===== config.mk =====
export PLATFORM = sky130hd
export DESIGN_NAME = ripple_adder
export DESIGN_NICKNAME = d
export VERILOG_FILES = /design/src/rtl/ripple_adder.sv
export SDC_FILE = /design/constraint.sdc
export NUM_CORES = 1
export LEC_CHECK = 0
export BUFFER_PORTS_ARGS = -buffer_cell sky130_fd_sc_hd__buf_2
export CORE_AREA = 2 2 39 41
export DETAILED_ROUTE_END_ITERATION = 10
export DIE_AREA = 0 0 41 43
export PLACE_DENSITY = 0.64
export REMOVE_ABC_BUFFERS = 1
export SYNTH_ARGS = -nofsm -noshare
export SYNTH_HDL_FRONTEND = slang
export SYNTH_SLANG_ARGS = --single-unit
export TNS_END_PERCENT = 30

===== constraint.sdc =====
create_clock -name clk -period 1.1 [get_ports clk]
set_clock_uncertainty 0.1 [all_clocks]
set_input_delay 0.055 -clock clk [delete_from_list [all_inputs] [get_ports clk]]
set_output_delay 0.055 -clock clk [all_outputs]
set_load 0.03 [all_outputs]

===== src/rtl/ripple_adder.sv =====
// ripple_adder: registered WIDTH-bit ripple-carry adder with valid handshake.
//   clk       - single clock, rising-edge active
//   rst_n     - asynchronous active-low reset
//   in_valid  - a, b and cin are captured on this cycle's rising edge
//   a, b      - unsigned WIDTH-bit addends
//   cin       - carry into bit 0
//   c         - registered carry-out of the MSB cell
//   s         - registered WIDTH-bit sum
//   out_valid - one-cycle pulse per captured operation, one cycle after capture
//   ovf       - registered two's-complement overflow flag
module ripple_adder #(
  parameter int WIDTH = 4
) (
  input  logic             clk,
  input  logic             rst_n,
  input  logic             in_valid,
  input  logic [WIDTH-1:0] a,
  input  logic [WIDTH-1:0] b,
  input  logic             cin,
  output logic             c,
  output logic [WIDTH-1:0] s,
  output logic             out_valid,
  output logic             ovf
);

  // carry[i] is the carry into cell i; carry[WIDTH] is the final carry-out.
  logic [WIDTH:0]   carry;
  logic [WIDTH-1:0] s_comb;
  logic             c_comb;
  logic             ovf_comb;

  // Explicit chain of one-bit full-adder cells, bit 0 first.
  always_comb begin
    carry    = '0;
    s_comb   = '0;
    carry[0] = cin;
    for (int unsigned i = 0; i < WIDTH; i++) begin
      s_comb[i]  = a[i] ^ b[i] ^ carry[i];
      carry[i+1] = (a[i] & b[i]) | (a[i] & carry[i]) | (b[i] & carry[i]);
    end
  end

  assign c_comb   = carry[WIDTH];
  // Signed overflow: carry into the MSB cell differs from the carry out of it.
  assign ovf_comb = carry[WIDTH] ^ carry[WIDTH-1];

  always_ff @(posedge clk or negedge rst_n) begin
    if (!rst_n) begin
      s         <= '0;
      c         <= 1'b0;
      ovf       <= 1'b0;
      out_valid <= 1'b0;
    end else begin
      out_valid <= in_valid;
      if (in_valid) begin
        s   <= s_comb;
        c   <= c_comb;
        ovf <= ovf_comb;
      end
    end
  end

endmodule


==> results.sh, run 1 <==
export IMPL_postCtsSetupRepairBufs=0
export IMPL_grt_overflow_total=0
export IMPL_routed_wl_um=673
export IMPL_end_kind="flip-flop"
export IMPL_gp_congestion=0.640
export IMPL_drive_gt1_share_pct=49.1
export IMPL_fillCellCount=150
export IMPL_drt_pass1_iterations=4
export IMPL_timing_fmax_ghz=0.561
export IMPL_vias=269
export IMPL_synth_edf_count=0
export IMPL_ioPinCount=19
export IMPL_synth_cell_types=7
export IMPL_clkSinkCount=7
export IMPL_netlist_instances=29
export IMPL_root_buffer="clkbuf_4"
export IMPL_synth_top_family_by_area="adder cells"
export IMPL_grt_usage_pct=9.39
export IMPL_area_delta_synth_final_pct=40.0
export IMPL_yosysSeqAreaShare_pct=45.2
export IMPL_numPortBuffers=18
export IMPL_startpoint_type="input port"
export IMPL_ys_seq_elements=7
export IMPL_die_w_um=41
export IMPL_crit_arrival_ns=1.81
export IMPL_synth_top_area_share_pct=45.2
export IMPL_synthFlopType="dfrtp_1"
export IMPL_finalHoldViolCount=0
export IMPL_placed_area_um2=494
export IMPL_cts_tree="yes"
export IMPL_ant_nets=0
export IMPL_grtUsageMet1_pct=10.8
export IMPL_min_path_type="in2async"
export IMPL_use_met3_pct=1.57
export IMPL_max_cap_viol_count=0
export IMPL_grt_max_degree=8
export IMPL_diodes=0
export IMPL_syn_cell_area_um2=388
export IMPL_die_h_um=43
export IMPL_via_per_inst=3.90
export IMPL_route_detailed_drc=0
export IMPL_instances_no_fill=69
export IMPL_violations="setup timing"
export IMPL_drt_first_iter_violations=3
export IMPL_final_setup_viol_count=5
export IMPL_status="finished, violations left"
export IMPL_synth_top_area_cell="dfrtp_1"
export IMPL_rsz0062_at_grt="yes"
export IMPL_period_share_pct=162
export IMPL_core_area_mm2=0.00138
export IMPL_finalInstanceArea_um2=543
export IMPL_rows=14
export IMPL_synthXorXnorAreaFrac_pct=2.26
export IMPL_use_met2_pct=12.2
export IMPL_yosys_area_share_simple_pct=0
export IMPL_die_area_mm2=0.00176
export IMPL_finalWorstSetupSlack_ns=-0.682
export IMPL_p_per_area_mw_per_mm2=1600
export IMPL_slew_violations=0
export IMPL_synth_compound_area_share_pct=0
export IMPL_path_class="in2reg"
export IMPL_cts_buffer_depth=2
export IMPL_setup_tns_ns=-2.36
export IMPL_ys_top_cells_by_count="inv_1 (10), dfrtp_1 (7), fa_1 (4), mux2_4 (3), mux2i_1 (3)"
export IMPL_cts_buffers=3
export IMPL_async_flop_share_pct=100
export IMPL_busiest_layer="met2"
export IMPL_start_util_pct=28.0
export IMPL_synth_fa_ha_area_share_pct=20.6
export IMPL_ir_drop_mv=0.440
export IMPL_ys_warn_count=0
export IMPL_worst_pin_slew_ns=0.200
export IMPL_synth_most_common_cell="inv_1"
export IMPL_cp_max_fo=2
export IMPL_cp_required_ns=1.13
export IMPL_ys_top_cells_by_area="dfrtp_1 (45%), fa_1 (21%), mux2_4 (12%)"
export IMPL_synth_mux_area_share_pct=19.4
export IMPL_period_needed_ns=1.78
export IMPL_syn_area_per_cell_um2=13.4
export IMPL_cts_clk_slew_worst_paths_ns=0.05
export IMPL_fin_nets=70
export IMPL_slew_headroom_pct=86.6
export IMPL_post_drt_wl_per_cell_um=9.75
export IMPL_grt_pass1_vias=251
export IMPL_grt_pass1_wl_mm=1.00
export IMPL_worstSkewPairLatency_ns=0.25
export IMPL_p_leak_nw=0.307
export IMPL_htree_levels=1
export IMPL_antenna_found_initial=0
export IMPL_dp_cells=63
-- report_power, final --
part / leakage (nW) / internal (mW) / total [mW] / switching, mW
combinational: 0.210 / 0.128 / 0.310 / 0.182
sequential: 0.0816 / 0.308 / 0.332 / 0.0247
clock: 0.0150 / 0.138 / 0.227 / 0.0894
total: 0.307 / 0.574 / 0.870 / 0.296
-- path summary, 6_finish.rpt --
path,to,cells after the start,slack (ns),from
worst min-delay path,ovf,2,0.06,rst_n
worst max register to register,s[1],1,0.24,s[1]
min in group clk,s[2],3,0.11,b[2]
worst min register to register,s[0],2,0.41,s[0]
worst max-delay path,ovf,10,-0.68,a[0]
max in group asynchronous,c,2,0.69,rst_n
-- logic make-up after synthesis --
family	Yosys count
buf+inv	11
flops	7
mux	6
fa+ha+maj	4
xor+xnor	1
-- registers in the layout (all words and copies together), names as in the netlist --
signal,flops
ovf,1
c,1
s,4
out_valid,1
-- layer usage --
metal / up-vias / routed length, um
li1: 131 / -
met1: 120 / 253
met2: 14 / 343
met3: 4 / 44
met4: 0 / 32
met5: - / 0
-- critical path, stage by stage --
cell and delay (ns):
buf_2 0.07, inv_1 0.04, fa_1 0.40, inv_1 0.08, fa_1 0.18, fa_1 0.18, inv_1 0.06, fa_2 0.35
xnor2_1 0.14, mux2_4 0.25
-- cells in the final DEF (no fill, tap or decap) --
master         synthesis  routed
fa_1                   4       3
xnor2_1                1       1
clkbuf_4               0       3
buf_4                  0       1
buf_2                  0      18
dfrtp_1                7       7
dlygate4sd3_1          0       2
fa_2                   0       1
mux2_4                 3       3
mux2i_1                3       3
clkbuf_1               0       1
inv_1                 10      10
-- repair_timing --
action,4_1_cts,5_1_grt
hold endpoints to repair,8,0
hold buffers,2,0
setup endpoints to repair,5,5
resized for setup,1,0
cloned,0,0
-- stage by stage --
stage / util (%) / total power [mW] / hold slack (ns) / setup slack (ns)
3_3_place_gp: 35.7 / 0.634 / -0.208 / -0.989
4_1_cts: 39.2 / 0.885 / 0.0629 / -0.684
6_report: 39.2 / 0.870 / 0.0615 / -0.682
3_5_place_dp: 35.7 / 0.644 / -0.205 / -1.01
5_1_grt: 39.2 / 0.933 / 0.0789 / -0.740
2_1_floorplan: - / 0.535 / -0.341 / -0.851
-- area by class of cell --
cell class,count,area [um2],share of cell area [%]
clock buffer,4,26.3,4.84
inverter,10,37.5,6.91
tap,16,20.0,3.69
sequential,7,175,32.3
multi-input combinational,11,166,30.6
timing repair buffer,21,118,21.7
Note: power is estimated with default switching activity, not from simulation.
==> run 2: changes to the inputs <==
--- a/config.mk
+++ b/config.mk
@@ -10,6 +10,7 @@
 export DETAILED_ROUTE_END_ITERATION = 10
 export DIE_AREA = 0 0 41 43
 export PLACE_DENSITY = 0.64
+export RECOVER_POWER = 50
 export REMOVE_ABC_BUFFERS = 1
 export SYNTH_ARGS = -nofsm -noshare
 export SYNTH_HDL_FRONTEND = slang
==> results.sh, run 2 (same netlist as run 1, synthesis figures left out) <==
export IMPL_status="finished, violations left"
export IMPL_violations="setup timing"
export IMPL_final_cell_mix="buf_2 (17), inv_1 (10), dfrtp_1 (7)"
export IMPL_period_share_pct=162
export IMPL_hold_slack_ns=0.111
export IMPL_cts_tree="yes"
export IMPL_min_from="b[2]"
export IMPL_ant_nets=0
export IMPL_grt_pass1_vias=251
export IMPL_start_util_pct=28.0
export IMPL_ir_drop_mv=0.440
export IMPL_max_cap_viol_count=0
export IMPL_fillCellCount=151
export IMPL_clkSinkCount=7
export IMPL_routed_wl_um=671
export IMPL_route_detailed_drc=0
export IMPL_p_per_area_mw_per_mm2=1600
export IMPL_grt_pass1_wl_mm=1.00
export IMPL_place_ws_ns=-1.01
export IMPL_largest_reg_flops=4
export IMPL_area_delta_synth_final_pct=39.7
export IMPL_pwr_share_comb_pct=35.6
export IMPL_crit_buf_inv=4
export IMPL_gp_congestion=0.640
export IMPL_diodes=0
export IMPL_max_stage_delay_ns=0.40
export IMPL_p_leak_nw=0.304
export IMPL_rsz0062_at_grt="yes"
export IMPL_reg2reg_depth=1
export IMPL_antenna_found_initial=0
export IMPL_switching_power_uw=296
export IMPL_end_kind="flip-flop"
export IMPL_worst_pin_slew_ns=0.349
export IMPL_rr_startpoint="s[1]"
export IMPL_die_h_um=43
export IMPL_cts_buffer_depth=2
export IMPL_htree_levels=1
export IMPL_cp_required_ns=1.13
export IMPL_finalWorstSetupSlack_ns=-0.682
export IMPL_finalHoldViolCount=0
export IMPL_grt_max_degree=8
export IMPL_grt_overflow_total=0
export IMPL_final_setup_viol_count=5
export IMPL_core_area_mm2=0.00138
export IMPL_r2r_end="s[1]"
export IMPL_slew_violations=0
export IMPL_drt_pass1_iterations=4
export IMPL_fin_nets=70
export IMPL_timing_fmax_ghz=0.561
export IMPL_r2r_slack_ns=0.24
export IMPL_hold_path_end="s[2]"
export IMPL_seqPwrFrac_pct=38.3
export IMPL_critical_path_slowest_cell="fa_1"
export IMPL_worstPathCellList="buf_2 -> inv_1 -> fa_1 -> inv_1 -> fa_1 -> fa_1 -> inv_1 -> fa_2 -> xnor2_1 -> mux2_4"
export IMPL_startpoint_type="input port"
export IMPL_path_class="in2reg"
export IMPL_grt_usage_pct=9.39
export IMPL_cp_max_fo=2
export IMPL_post_drt_wl_per_cell_um=9.72
export IMPL_clockPowerShare_pct=26.2
export IMPL_slew_headroom_pct=76.8
export IMPL_ioPinCount=19
export IMPL_top_register="s"
export IMPL_via_per_inst=3.90
export IMPL_numPortBuffers=18
export IMPL_path_delay_family="adder cells"
export IMPL_crit_arrival_ns=1.81
export IMPL_die_w_um=41
export IMPL_cts_buffers=3
export IMPL_root_buffer="clkbuf_4"
export IMPL_min_path_type="in2reg"
export IMPL_cts_clk_slew_worst_paths_ns=0.05
export IMPL_worstSkewPairLatency_ns=0.25
export IMPL_p_sw_share_pct=34.0
export IMPL_vias=269
export IMPL_drt_first_iter_violations=3
export IMPL_drive_gt1_share_pct=47.2
export IMPL_hold_depth=3
export IMPL_setup_tns_ns=-2.36
export IMPL_postCtsSetupRepairBufs=0
export IMPL_final_common_cell="buf_2"
export IMPL_period_needed_ns=1.78
export IMPL_rows=14
export IMPL_fin_total_pwr_uw=869
export IMPL_p_int_uw=573
export IMPL_die_area_mm2=0.00176
-- run 2: cell types whose count changed in the layout (fill, tap and decap cells not counted), sizes merged --
cell and delta:
buf -1, clkbuf +1
-- run 2: final cells by class --
cell class / instances / area, um2 / area share (%)
multi-input cells: 11 / 166 / 30.7
repair buffers: 21 / 116 / 21.5
flip-flops and latches: 7 / 175 / 32.3
clock buffers: 4 / 26.3 / 4.85
well taps: 16 / 20.0 / 3.70
inverters: 10 / 37.5 / 6.93
-- run 2: worst min-delay path: stages --
cell and delay [ns]:
buf_2 0.09, fa_1 0.15, mux2_4 0.13
-- run 2: power by group through the flow --
| stage | Combinational [mW] | Sequential (mW) | Clock (mW) |
|---|---|---|---|
| after floorplan | 0.0978 | 0.437 | 0 |
| after global placement | 0.298 | 0.336 | 0 |
| after detailed placement | 0.307 | 0.337 | 0 |
| after CTS | 0.314 | 0.333 | 0.238 |
| after global routing | 0.336 | 0.338 | 0.259 |
| final | 0.309 | 0.332 | 0.227 |
-- run 2: how the worst max path moves through the flow --
stage,start,endpoint,slack (ns),depth (start not counted)
5_1_grt,a[0],ovf,-0.74,10
3_5_place_dp,a[0],ovf,-1.01,10
3_3_place_gp,a[0],ovf,-0.99,10
2_1_floorplan,a[0],ovf,-0.85,9
6_report,a[0],ovf,-0.68,10
4_1_cts,a[0],ovf,-0.68,10
-- run 2: per-layer routing --
metal	GRT usage [%]	up-vias	part of all wire, %
li1	-	131	-
met1	10.8	120	37
met2	12.2	14	51
met3	1.57	4	6.6
met4	12.0	0	4.8
met5	0	-	0
-- run 2: timing repair --
item	4_1_cts	5_1_grt
setup endpoints to repair	5	5
gates resized for setup	1	0
hold endpoints to repair	8	0
hold buffers	2	0
-- run 2: through the flow --
step	cells	utilization, %	instance area, um2
6_report	69	39.2	542
5_1_grt	69	39.2	542
4_1_cts	69	39.2	543
3_5_place_dp	63	35.7	494
3_3_place_gp	63	35.7	494
2_1_floorplan	28	-	377
